--- src/rtl/apb_arbiter_pkg.sv ---
// apb_arb_pkg: shared types and constants for the APB requester arbiter.
//   apb_arb_state_e  - bus sequencer state (IDLE / SETUP / ACCESS)
//   APB_ARB_MAX_REQ  - largest supported requester count
//   rr_wrap_inc()    - modulo-n increment used to advance the round-robin pointer
package apb_arb_pkg;

  typedef enum logic [1:0] {
    IDLE   = 2'd0,
    SETUP  = 2'd1,
    ACCESS = 2'd2
  } apb_arb_state_e;

  localparam int unsigned APB_ARB_MAX_REQ = 16;

  function automatic int unsigned rr_wrap_inc(input int unsigned idx, input int unsigned n);
    return (idx + 1 >= n) ? 0 : idx + 1;
  endfunction

endpackage

--- src/rtl/apb_arbiter_if.sv ---
// apb_bus_t: APB3 bus bundle.
//   master modport - drives PCLK/PRESETn/PSEL/PENABLE/PWRITE/PADDR/PWDATA,
//                    samples PRDATA/PREADY/PSLVERR
//   slave modport  - the mirror image
interface apb_bus_t #(
  parameter int unsigned ADDR_WIDTH = 32,
  parameter int unsigned DATA_WIDTH = 32
);
  logic                  PCLK;
  logic                  PRESETn;
  logic                  PSEL;
  logic                  PENABLE;
  logic                  PWRITE;
  logic [ADDR_WIDTH-1:0] PADDR;
  logic [DATA_WIDTH-1:0] PWDATA;
  logic [DATA_WIDTH-1:0] PRDATA;
  logic                  PREADY;
  logic                  PSLVERR;

  modport master (
    output PCLK, PRESETn, PSEL, PENABLE, PWRITE, PADDR, PWDATA,
    input  PRDATA, PREADY, PSLVERR
  );

  modport slave (
    input  PCLK, PRESETn, PSEL, PENABLE, PWRITE, PADDR, PWDATA,
    output PRDATA, PREADY, PSLVERR
  );
endinterface

--- src/rtl/apb_arbiter_rr_arbiter.sv ---
// rr_arbiter: combinational round-robin picker.
//   req - request vector (N_REQ)
//   ptr - index where the search starts
//   en  - search enable; no grant when low
//   gnt - one-hot grant (all zero when nothing wins)
//   idx - binary index of the granted requester (0 when no grant)
module rr_arbiter #(
  parameter int unsigned N_REQ = 4,
  localparam int unsigned IdxW = $clog2(N_REQ)
) (
  input  logic [N_REQ-1:0] req,
  input  logic [IdxW-1:0]  ptr,
  input  logic             en,
  output logic [N_REQ-1:0] gnt,
  output logic [IdxW-1:0]  idx
);

  logic            found;
  int unsigned     cand;
  logic [IdxW-1:0] cand_idx;

  // Walk the requesters starting at ptr, wrapping at N_REQ; first hit wins.
  always_comb begin
    gnt      = '0;
    idx      = '0;
    found    = 1'b0;
    cand     = 0;
    cand_idx = '0;
    for (int unsigned i = 0; i < N_REQ; i++) begin
      cand     = (32'(ptr) + i) % N_REQ;
      cand_idx = IdxW'(cand);
      if (en && !found && req[cand_idx]) begin
        found         = 1'b1;
        gnt[cand_idx] = 1'b1;
        idx           = cand_idx;
      end
    end
  end

endmodule

--- src/rtl/apb_arbiter.sv ---
// apb_arbiter: shares one APB master port among N_REQ hold-until-done requesters.
//   PCLK, PRESETn       - clock, asynchronous active-low reset
//   req_i/we_i          - per-requester request level and write flag
//   addr_i/wdata_i      - per-requester address and write data
//   done_o              - one-cycle one-hot completion pulse
//   rdata_o/err_o       - read data / slave error of the completed transfer
//   apb                 - APB master modport
// Optional feature macro: APB_ARB_TIMEOUT_EN - abort ACCESS after TIMEOUT wait cycles
// with err_o=1 and rdata_o=0. Without it ACCESS waits for PREADY indefinitely.
module apb_arbiter
  import apb_arb_pkg::*;
#(
  parameter int unsigned N_REQ      = 4,
  parameter int unsigned DATA_WIDTH = 32,
  parameter int unsigned ADDR_WIDTH = 32,
  parameter int unsigned TIMEOUT    = 255
) (
  input  logic                                PCLK,
  input  logic                                PRESETn,
  input  logic [N_REQ-1:0]                    req_i,
  input  logic [N_REQ-1:0]                    we_i,
  input  logic [N_REQ-1:0][ADDR_WIDTH-1:0]    addr_i,
  input  logic [N_REQ-1:0][DATA_WIDTH-1:0]    wdata_i,
  output logic [N_REQ-1:0]                    done_o,
  output logic [DATA_WIDTH-1:0]               rdata_o,
  output logic                                err_o,
  apb_bus_t.master                            apb
);

  localparam int unsigned IdxW = $clog2(N_REQ);

  apb_arb_state_e state_q, state_d;

  logic [IdxW-1:0]       idx_q;
  logic                  we_q;
  logic [ADDR_WIDTH-1:0] addr_q;
  logic [DATA_WIDTH-1:0] wdata_q;
  logic [IdxW-1:0]       ptr_q;
  logic [N_REQ-1:0]      done_q;
  logic [DATA_WIDTH-1:0] rdata_q;
  logic                  err_q;

  logic [N_REQ-1:0] req_masked;
  logic [N_REQ-1:0] gnt;
  logic [IdxW-1:0]  gnt_idx;
  logic             gnt_valid;
  logic             psel;
  logic             penable;
  logic             complete;
  logic             timeout_hit;

  // A requester completing this cycle still shows req high; never re-grant it.
  assign req_masked = req_i & ~done_q;
  assign gnt_valid  = |gnt;

  rr_arbiter #(
    .N_REQ(N_REQ)
  ) u_rr (
    .req (req_masked),
    .ptr (ptr_q),
    .en  (state_q == IDLE),
    .gnt (gnt),
    .idx (gnt_idx)
  );

`ifdef APB_ARB_TIMEOUT_EN
  localparam int unsigned CntW = $clog2(TIMEOUT + 1);
  logic [CntW-1:0] wait_cnt_q;

  always_ff @(posedge PCLK or negedge PRESETn) begin
    if (!PRESETn) begin
      wait_cnt_q <= '0;
    end else if (state_q == SETUP) begin
      wait_cnt_q <= '0;
    end else if (state_q == ACCESS && !apb.PREADY) begin
      wait_cnt_q <= wait_cnt_q + 1'b1;
    end
  end

  // Fires on the TIMEOUT-th stalled ACCESS cycle, i.e. as the count reaches TIMEOUT.
  assign timeout_hit = (state_q == ACCESS) && !apb.PREADY &&
                       (wait_cnt_q == CntW'(TIMEOUT - 1));
`else
  logic unused_timeout;
  assign unused_timeout = ^TIMEOUT;
  assign timeout_hit    = 1'b0;
`endif

  // State register
  always_ff @(posedge PCLK or negedge PRESETn) begin
    if (!PRESETn) begin
      state_q <= IDLE;
    end else begin
      state_q <= state_d;
    end
  end

  // Next state
  always_comb begin
    state_d = state_q;
    unique case (state_q)
      IDLE:    if (gnt_valid) state_d = SETUP;
      SETUP:   state_d = ACCESS;
      ACCESS:  if (complete) state_d = IDLE;
      default: state_d = IDLE;
    endcase
  end

  // Outputs
  always_comb begin
    psel     = 1'b0;
    penable  = 1'b0;
    complete = 1'b0;
    unique case (state_q)
      SETUP: psel = 1'b1;
      ACCESS: begin
        psel     = 1'b1;
        penable  = 1'b1;
        complete = apb.PREADY || timeout_hit;
      end
      default: ;
    endcase
  end

  // Request latch, completion results and RR pointer
  always_ff @(posedge PCLK or negedge PRESETn) begin
    if (!PRESETn) begin
      idx_q   <= '0;
      we_q    <= 1'b0;
      addr_q  <= '0;
      wdata_q <= '0;
      ptr_q   <= '0;
      done_q  <= '0;
      rdata_q <= '0;
      err_q   <= 1'b0;
    end else begin
      if (state_q == IDLE && gnt_valid) begin
        idx_q   <= gnt_idx;
        we_q    <= we_i[gnt_idx];
        addr_q  <= addr_i[gnt_idx];
        wdata_q <= wdata_i[gnt_idx];
      end
      done_q <= complete ? (N_REQ'(1) << idx_q) : '0;
      if (complete) begin
        if (!apb.PREADY) begin
          // Timeout abort: no valid slave response.
          rdata_q <= '0;
          err_q   <= 1'b1;
        end else begin
          rdata_q <= we_q ? '0 : apb.PRDATA;
          err_q   <= apb.PSLVERR;
        end
        ptr_q <= IdxW'(rr_wrap_inc(32'(idx_q), N_REQ));
      end
    end
  end

  assign apb.PCLK    = PCLK;
  assign apb.PRESETn = PRESETn;
  assign apb.PSEL    = psel;
  assign apb.PENABLE = penable;
  // Latched registers only change on a grant, so the bus holds its last values when idle.
  assign apb.PWRITE  = we_q;
  assign apb.PADDR   = addr_q;
  assign apb.PWDATA  = wdata_q;

  assign done_o  = done_q;
  assign rdata_o = rdata_q;
  assign err_o   = err_q;

endmodule
--- src/flat_wrapper.sv ---
// flat-port wrapper written by rule: the top's interface ports become plain ports
module apb_arbiter_flat import apb_arb_pkg::*;
#(
  parameter int unsigned N_REQ      = 4,
  parameter int unsigned DATA_WIDTH = 32,
  parameter int unsigned ADDR_WIDTH = 32,
  parameter int unsigned TIMEOUT    = 255
)
  (PCLK, PRESETn, req_i, we_i, addr_i, wdata_i, done_o, rdata_o, err_o, apb_PCLK, apb_PRESETn, apb_PSEL, apb_PENABLE, apb_PWRITE, apb_PADDR, apb_PWDATA, apb_PRDATA, apb_PREADY, apb_PSLVERR);
  apb_bus_t #(.ADDR_WIDTH(ADDR_WIDTH), .DATA_WIDTH(DATA_WIDTH)) apb_i ();
  input  logic PCLK;
  input  logic PRESETn;
  input  logic [N_REQ-1:0] req_i;
  input  logic [N_REQ-1:0] we_i;
  input  logic [N_REQ-1:0][ADDR_WIDTH-1:0] addr_i;
  input  logic [N_REQ-1:0][DATA_WIDTH-1:0] wdata_i;
  output logic [N_REQ-1:0] done_o;
  output logic [DATA_WIDTH-1:0] rdata_o;
  output logic err_o;
  output wire logic [$bits(apb_i.PCLK)-1:0] apb_PCLK;
  output wire logic [$bits(apb_i.PRESETn)-1:0] apb_PRESETn;
  output wire logic [$bits(apb_i.PSEL)-1:0] apb_PSEL;
  output wire logic [$bits(apb_i.PENABLE)-1:0] apb_PENABLE;
  output wire logic [$bits(apb_i.PWRITE)-1:0] apb_PWRITE;
  output wire logic [$bits(apb_i.PADDR)-1:0] apb_PADDR;
  output wire logic [$bits(apb_i.PWDATA)-1:0] apb_PWDATA;
  input wire logic [$bits(apb_i.PRDATA)-1:0] apb_PRDATA;
  input wire logic [$bits(apb_i.PREADY)-1:0] apb_PREADY;
  input wire logic [$bits(apb_i.PSLVERR)-1:0] apb_PSLVERR;
  assign apb_PCLK = apb_i.PCLK;
  assign apb_PRESETn = apb_i.PRESETn;
  assign apb_PSEL = apb_i.PSEL;
  assign apb_PENABLE = apb_i.PENABLE;
  assign apb_PWRITE = apb_i.PWRITE;
  assign apb_PADDR = apb_i.PADDR;
  assign apb_PWDATA = apb_i.PWDATA;
  assign apb_i.PRDATA = apb_PRDATA;
  assign apb_i.PREADY = apb_PREADY;
  assign apb_i.PSLVERR = apb_PSLVERR;
  apb_arbiter #(.N_REQ(N_REQ), .DATA_WIDTH(DATA_WIDTH), .ADDR_WIDTH(ADDR_WIDTH), .TIMEOUT(TIMEOUT)) u_core (.PCLK(PCLK), .PRESETn(PRESETn), .req_i(req_i), .we_i(we_i), .addr_i(addr_i), .wdata_i(wdata_i), .done_o(done_o), .rdata_o(rdata_o), .err_o(err_o), .apb(apb_i));
endmodule
--- config.mk ---
export PLATFORM = sky130hd
export DESIGN_NAME = apb_arbiter_flat
export DESIGN_NICKNAME = d
export VERILOG_FILES = /design/src/rtl/apb_arbiter_pkg.sv /design/src/rtl/apb_arbiter_if.sv /design/src/rtl/apb_arbiter_rr_arbiter.sv /design/src/rtl/apb_arbiter.sv /design/src/flat_wrapper.sv
export SDC_FILE = /design/constraint.sdc
export NUM_CORES = 1
export LEC_CHECK = 0
export ABC_AREA = 1
export CELL_PAD_IN_SITES_DETAIL_PLACEMENT = 0
export CELL_PAD_IN_SITES_GLOBAL_PLACEMENT = 2
export CORE_MARGIN = 2
export CORE_UTILIZATION = 20
export DETAILED_ROUTE_END_ITERATION = 10
export PLACE_DENSITY = 0.9
export SLEW_MARGIN = 5
export SYNTH_ARGS = -nofsm -noshare
export SYNTH_HDL_FRONTEND = slang
export SYNTH_SLANG_ARGS = --single-unit
--- constraint.sdc ---
create_clock -name PCLK -period 6.8 [get_ports PCLK]
set_input_delay 1.36 -clock PCLK [delete_from_list [all_inputs] [get_ports PCLK]]
set_output_delay 1.36 -clock PCLK [all_outputs]
set_load 0.02 [all_outputs]
==> impl_metrics.json, run 1 <==
{
  "insertion_delay_ns": 0.48,
  "outcome": "completed",
  "peakVddDrop_mv": 0.446,
  "rows": 67,
  "critical_path.slowest_cell": "clkdlybuf4s50_1",
  "grt_pass1_vias": 8304,
  "cp-end-kind": "primary output",
  "postCtsResizedCells": 0,
  "io_pins": 406,
  "critPathRequiredTime_ns": 5.44,
  "synth_cell_types": 21,
  "final_common_cell": "clkdlybuf4s50_1",
  "p_leak_nw": 5.07,
  "ctsHoldBuffers": 0,
  "worstSetupPathType": "clock port to primary output",
  "wire_per_inst_microns": 17.6,
  "drive_gt1_share_pct": 3.39,
  "dp.cells": 1757,
  "clock-skew-final_ns": 0.0135,
  "power.share.clock_pct": 11.1,
  "fin_util_pct": 34.3,
  "crit_arrival_ns": 4.18,
  "die_h_microns": 188,
  "p_sw_mw": 3.30,
  "drtIter0Drc": 325,
  "fillers": 3564,
  "core_area_sq_mm": 0.0334,
  "portBuffers": 405,
  "ys_ff_latch": 108,
  "power.density_mw_per_mm2": 539,
  "ys_seq_area_share_pct": 40.0,
  "crit_fanout": 2,
  "routed_via_density": 4.52,
  "areaGrowthSynthToFinish_pct": 69.5,
  "post-cts-setup-buffer-count": 0,
  "setup_viol": 0,
  "grt_use_total_pct": 17.6,
  "hold_violations": 0,
  "startpoint_type": "clock port",
  "drv_slew": 0,
  "seq_power_share_pct": 18.5,
  "min_path_type": "flip-flop to flip-flop",
  "crit_path_max_incr_delay_ns": 0.53,
  "antenna_found_initial": 1,
  "fin_nets": 1638,
  "crit_top_cell": "clkbuf_16",
  "totalWireLength_mm": 31.3,
  "drv_cap": 0,
  "cpLargestDelayFamily": "buffers and inverters",
  "power.internal_mw": 2.87,
  "finalSetupTns_ns": 0,
  "worst_pin_slew_ns": 1.07,
  "path_clk_slew_ns": 0.08,
  "final_cell_mix": "clkdlybuf4s50_1 (404), nand3_1 (346), nand2_1 (343)",
  "hold_slack_ns": 0.481,
  "place_congestion": 0.900,
  "die_area_sq_mm": 0.0353,
  "critPathBufInv": 3,
  "dp_hpwl_mm": 22.4,
  "grt_pass1_wl_mm": 48.1,
  "first_pass_iters": 4,
  "cts_tree": "built",
  "syn-mean-instance-area_sq_um": 6.91,
  "start_util_pct": 20.2,
  "slew-limit-headroom_pct": 28.6,
  "rsz0062_at_grt": "no",
  "overflow": 0,
  "ant_nets": 0,
  "combPwrFrac_pct": 70.4,
  "grt_max_degree": 72,
  "switching_share_pct": 53.5,
  "syn-num-nets": 1292,
  "fp.dieW_microns": 188,
  "mappedNetlistArea_sq_mm": 0.00675,
  "postSynthCellCount": 977,
  "stdcell_count": 1777,
  "synth_warnings": 0,
  "dr_total_vias": 8034,
  "path_cells": "clkbuf_16, clkbuf_16, clkdlybuf4s50_1",
  "route.detailed.drc": 0
}
-- per-layer routing --
metal	vias up	share of wire, %	track usage, %
met5	-	0	0
met2	352	46	29.1
met3	28	8.4	5.28
li1	3932	-	-
met1	3722	43	21.9
met4	0	2.3	5.66
-- worst min-delay path: stages, from the launching register on --
cell and delay [ns]:
dfrtp_1 0.34, nand2_1 0.05, nand2_1 0.06
-- Yosys cell counts --
cell,instances,area (sq um)
nand3_1,346,1730
o41ai_1,1,8.76
dfrtp_1,108,2700
buf_4,17,128
nand2_2,6,37.5
o21ai_0,36,180
ha_1,15,188
a21oi_1,1,5.00
inv_2,2,7.51
buf_6,1,11.3
inv_1,21,78.8
clkbuf_1,19,71.3
o21bai_4,1,18.8
o41ai_2,1,16.3
nand3_2,2,20.0
buf_1,13,48.8
nand4_1,1,6.26
nand2_1,345,1290
nor2_1,8,30.0
buf_2,32,160
a21oi_2,1,8.76
-- through the flow --
step / power (mW) / setup WS, ns / cell area (sq um)
global route: 6.79 / 1.25 / 11400
finish: 6.17 / 1.26 / 11400
CTS: 6.29 / 1.26 / 11400
detailed placement: 5.58 / 1.53 / 11100
global placement: 5.56 / 1.53 / 11100
floorplan: 4.02 / 1.91 / 6750
-- worst paths after layout --
path                                            startpoint                                to  slack [ns]  depth (start not counted)
max reg2reg                    u_core.ptr_q[1]$_DFFE_PN0P_   u_core.apb.PADDR[3]$_DFFE_PN0P_        2.64                         15
min in group asynchronous                          PRESETn     u_core.rdata_o[1]$_DFFE_PN0P_        0.90                          1
min                        u_core.apb.PADDR[3]$_DFFE_PN0P_   u_core.apb.PADDR[3]$_DFFE_PN0P_        0.48                          2
max                                                   PCLK                          apb_PCLK        1.26                          3
min reg2reg                u_core.apb.PADDR[3]$_DFFE_PN0P_   u_core.apb.PADDR[3]$_DFFE_PN0P_        0.48                          2
max in group asynchronous                          PRESETn  u_core.apb.PADDR[19]$_DFFE_PN0P_        4.52                          2
-- kinds of logic after synthesis --
kind of cell               Yosys count  synth area share [%]
and+or+nand+nor                    708                  46.2
DFF                                108                  40.0
buffers and inverters              105                  7.48
AOI/OAI and AO/OA                   41                  3.52
adders and majority gates           15                  2.78
-- state kept, by name, summed over array words and instances (netlist names), 2 cells and up --
name,flops
u_core.state_q,2
u_core.apb.PADDR,32
u_core.apb.PWDATA,32
u_core.ptr_q,2
u_core.done_o,4
u_core.rdata_o,32
u_core.idx_q,2
-- cell type report --
type / instances / area (sq um) / share of cell area (%)
repair buffers: 413 / 4110 / 35.9
clock buffers: 13 / 310 / 2.71
well taps: 448 / 561 / 4.90
clock inverters: 7 / 91.3 / 0.798
inverters: 23 / 86.3 / 0.754
flip-flops and latches: 108 / 2700 / 23.6
multi-input cells: 764 / 3590 / 31.3
diodes: 1 / 2.50 / 0.0219
-- power by group through the flow --
stage / Sequential (mW) / Combinational [mW] / Clock, mW
2_1_floorplan: 1.45 / 2.55 / 0.0172
3_3_place_gp: 1.14 / 4.39 / 0.0197
3_5_place_dp: 1.15 / 4.42 / 0.0197
4_1_cts: 1.14 / 4.43 / 0.721
5_1_grt: 1.18 / 4.86 / 0.750
6_report: 1.14 / 4.34 / 0.686
No activity file was read; power rests on OpenSTA's default activity.
==> run 2: changes to the inputs <==
--- a/config.mk
+++ b/config.mk
@@ -9,9 +9,9 @@
 export CELL_PAD_IN_SITES_DETAIL_PLACEMENT = 0
 export CELL_PAD_IN_SITES_GLOBAL_PLACEMENT = 2
 export CORE_MARGIN = 2
-export CORE_UTILIZATION = 20
+export CORE_UTILIZATION = 19
 export DETAILED_ROUTE_END_ITERATION = 10
-export PLACE_DENSITY = 0.9
+export PLACE_DENSITY = 0.86
 export SLEW_MARGIN = 5
 export SYNTH_ARGS = -nofsm -noshare
 export SYNTH_HDL_FRONTEND = slang
==> constraint.sdc (replaced) <==
create_clock -name PCLK -period 5.2 [get_ports PCLK]
set_input_delay 1.04 -clock PCLK [delete_from_list [all_inputs] [get_ports PCLK]]
set_output_delay 1.04 -clock PCLK [all_outputs]
set_load 0.02 [all_outputs]
==> impl_metrics.json, run 2 (synthesis results as in run 1) <==
{
  "die_area_sq_mm": 0.0371,
  "grt_use_met2_pct": 28.7,
  "core_area_sq_mm": 0.0353,
  "rsz0062_at_grt": "no",
  "fp.dieW_microns": 193,
  "overflow": 0,
  "fin_util_pct": 32.7,
  "stdcell_count": 1794,
  "place_congestion": 0.836,
  "setup_viol": 0,
  "met1_usage_pct": 19.2,
  "fin_nets": 1642,
  "grt.busiest_layer": "met2",
  "grt.met3_usage_pct": 6.47,
  "rows": 69,
  "critPathRequiredTime_ns": 4.16,
  "outcome": "completed",
  "finalSetupTns_ns": 0,
  "start_util_pct": 19.1,
  "portBuffers": 405,
  "slew-limit-headroom_pct": 26.1,
  "final_common_cell": "clkdlybuf4s50_1",
  "ant_nets": 0,
  "power.density_mw_per_mm2": 706,
  "p_leak_nw": 5.10,
  "drv_cap": 0,
  "io_pins": 406,
  "dp_hpwl_mm": 22.9,
  "power_mw": 8.14,
  "final_cell_mix": "clkdlybuf4s50_1 (404), nand3_1 (346), nand2_1 (343)",
  "grt_pass1_vias": 8109,
  "cts_tree": "built",
  "die_h_microns": 193,
  "drive_gt1_share_pct": 3.68,
  "crit_path_max_incr_delay_ns": 0.54,
  "critical_path.slowest_cell": "clkdlybuf4s50_1",
  "insertion_delay_ns": 0.49,
  "grt_max_degree": 131,
  "hold_violations": 0,
  "worstSetupPathType": "clock port to primary output",
  "antenna_found_initial": 2,
  "drv_slew": 0,
  "worst_pin_slew_ns": 1.10,
  "crit_top_cell": "clkbuf_16",
  "post-cts-setup-buffer-count": 0,
  "min_path_type": "primary input to async pin",
  "ctsHoldBuffers": 0,
  "cp-end-kind": "primary output",
  "postCtsResizedCells": 0,
  "route.detailed.drc": 0,
  "startpoint_type": "clock port",
  "dp.cells": 1774,
  "grt_pass1_wl_mm": 47.0,
  "totalWireLength_mm": 31.7,
  "crit_arrival_ns": 3.38,
  "path_clk_slew_ns": 0.08,
  "dr_total_vias": 7988,
  "drtIter0Drc": 245,
  "clock-skew-final_ns": 0.0107,
  "first_pass_iters": 4,
  "fillers": 3819,
  "grt_use_total_pct": 16.8,
  "crit_fanout": 2,
  "r2r_slack_ns": 1.94,
  "wire_per_inst_microns": 17.7,
  "path_cells": "clkbuf_16, clkbuf_16, clkdlybuf4s50_1",
  "routed_via_density": 4.45,
  "peakVddDrop_mv": 0.426,
  "areaGrowthSynthToFinish_pct": 70.7
}
run 2: changes by cell type in the layout (fill, tap and decap cells not counted):
cell	previous run	this run
nand2_2	3	4
buf_4	10	11
nand2_4	5	4
inv_6	2	1
buf_12	0	3
inv_8	1	2
run 2: worst max-delay path, delay by kind of cell:
| kind | cells | cell delay [ns] |
|---|---|---|
| buffers and inverters | 3 | 0.79 |
run 2: worst paths after layout:
check                                             startpoint                                 to  cells after the start
setup / recovery                                        PCLK                           apb_PCLK                      3
setup reg to reg                 u_core.ptr_q[0]$_DFFE_PN0P_  u_core.apb.PWDATA[19]$_DFFE_PN0P_                     12
max in group asynchronous                            PRESETn  u_core.apb.PWDATA[28]$_DFFE_PN0P_                      2
min in group PCLK          u_core.apb.PWDATA[27]$_DFFE_PN0P_  u_core.apb.PWDATA[27]$_DFFE_PN0P_                      2
hold reg to reg            u_core.apb.PWDATA[27]$_DFFE_PN0P_  u_core.apb.PWDATA[27]$_DFFE_PN0P_                      2
hold / removal                                       PRESETn     u_core.rdata_o[29]$_DFFE_PN0P_                      1
run 2: power breakdown:
group	switching, mW	total, mW	internal, mW
combinational	3.68	5.74	2.06
clock	0.407	0.906	0.499
sequential	0.230	1.49	1.26
total	4.32	8.14	3.82
run 2: per-stage QoR:
stage	hold WS [ns]	setup WS, ns	cell area [sq um]
2_1_floorplan	0.467	1.43	6750
3_3_place_gp	0.462	1.05	11100
3_5_place_dp	0.464	1.05	11100
4_1_cts	0.341	0.773	11500
5_1_grt	0.336	0.764	11500
6_report	0.365	0.777	11500
run 2: area by class of cell:
cell class / count / area (sq um) / area share [%]
clock inverters: 7 / 93.8 / 0.814
well taps: 461 / 577 / 5.00
diodes: 1 / 2.50 / 0.0217
multi-input cells: 764 / 3580 / 31.1
clock buffers: 13 / 310 / 2.69
flip-flops and latches: 108 / 2700 / 23.4
repair buffers: 417 / 4180 / 36.2
inverters: 23 / 86.3 / 0.749
run 2: routing by layer:
layer | routed length (microns) | up-vias
li1 | - | 3943
met4 | 628 | 2
met5 | 13 | -
met3 | 3290 | 33
met2 | 15100 | 317
met1 | 12700 | 3693
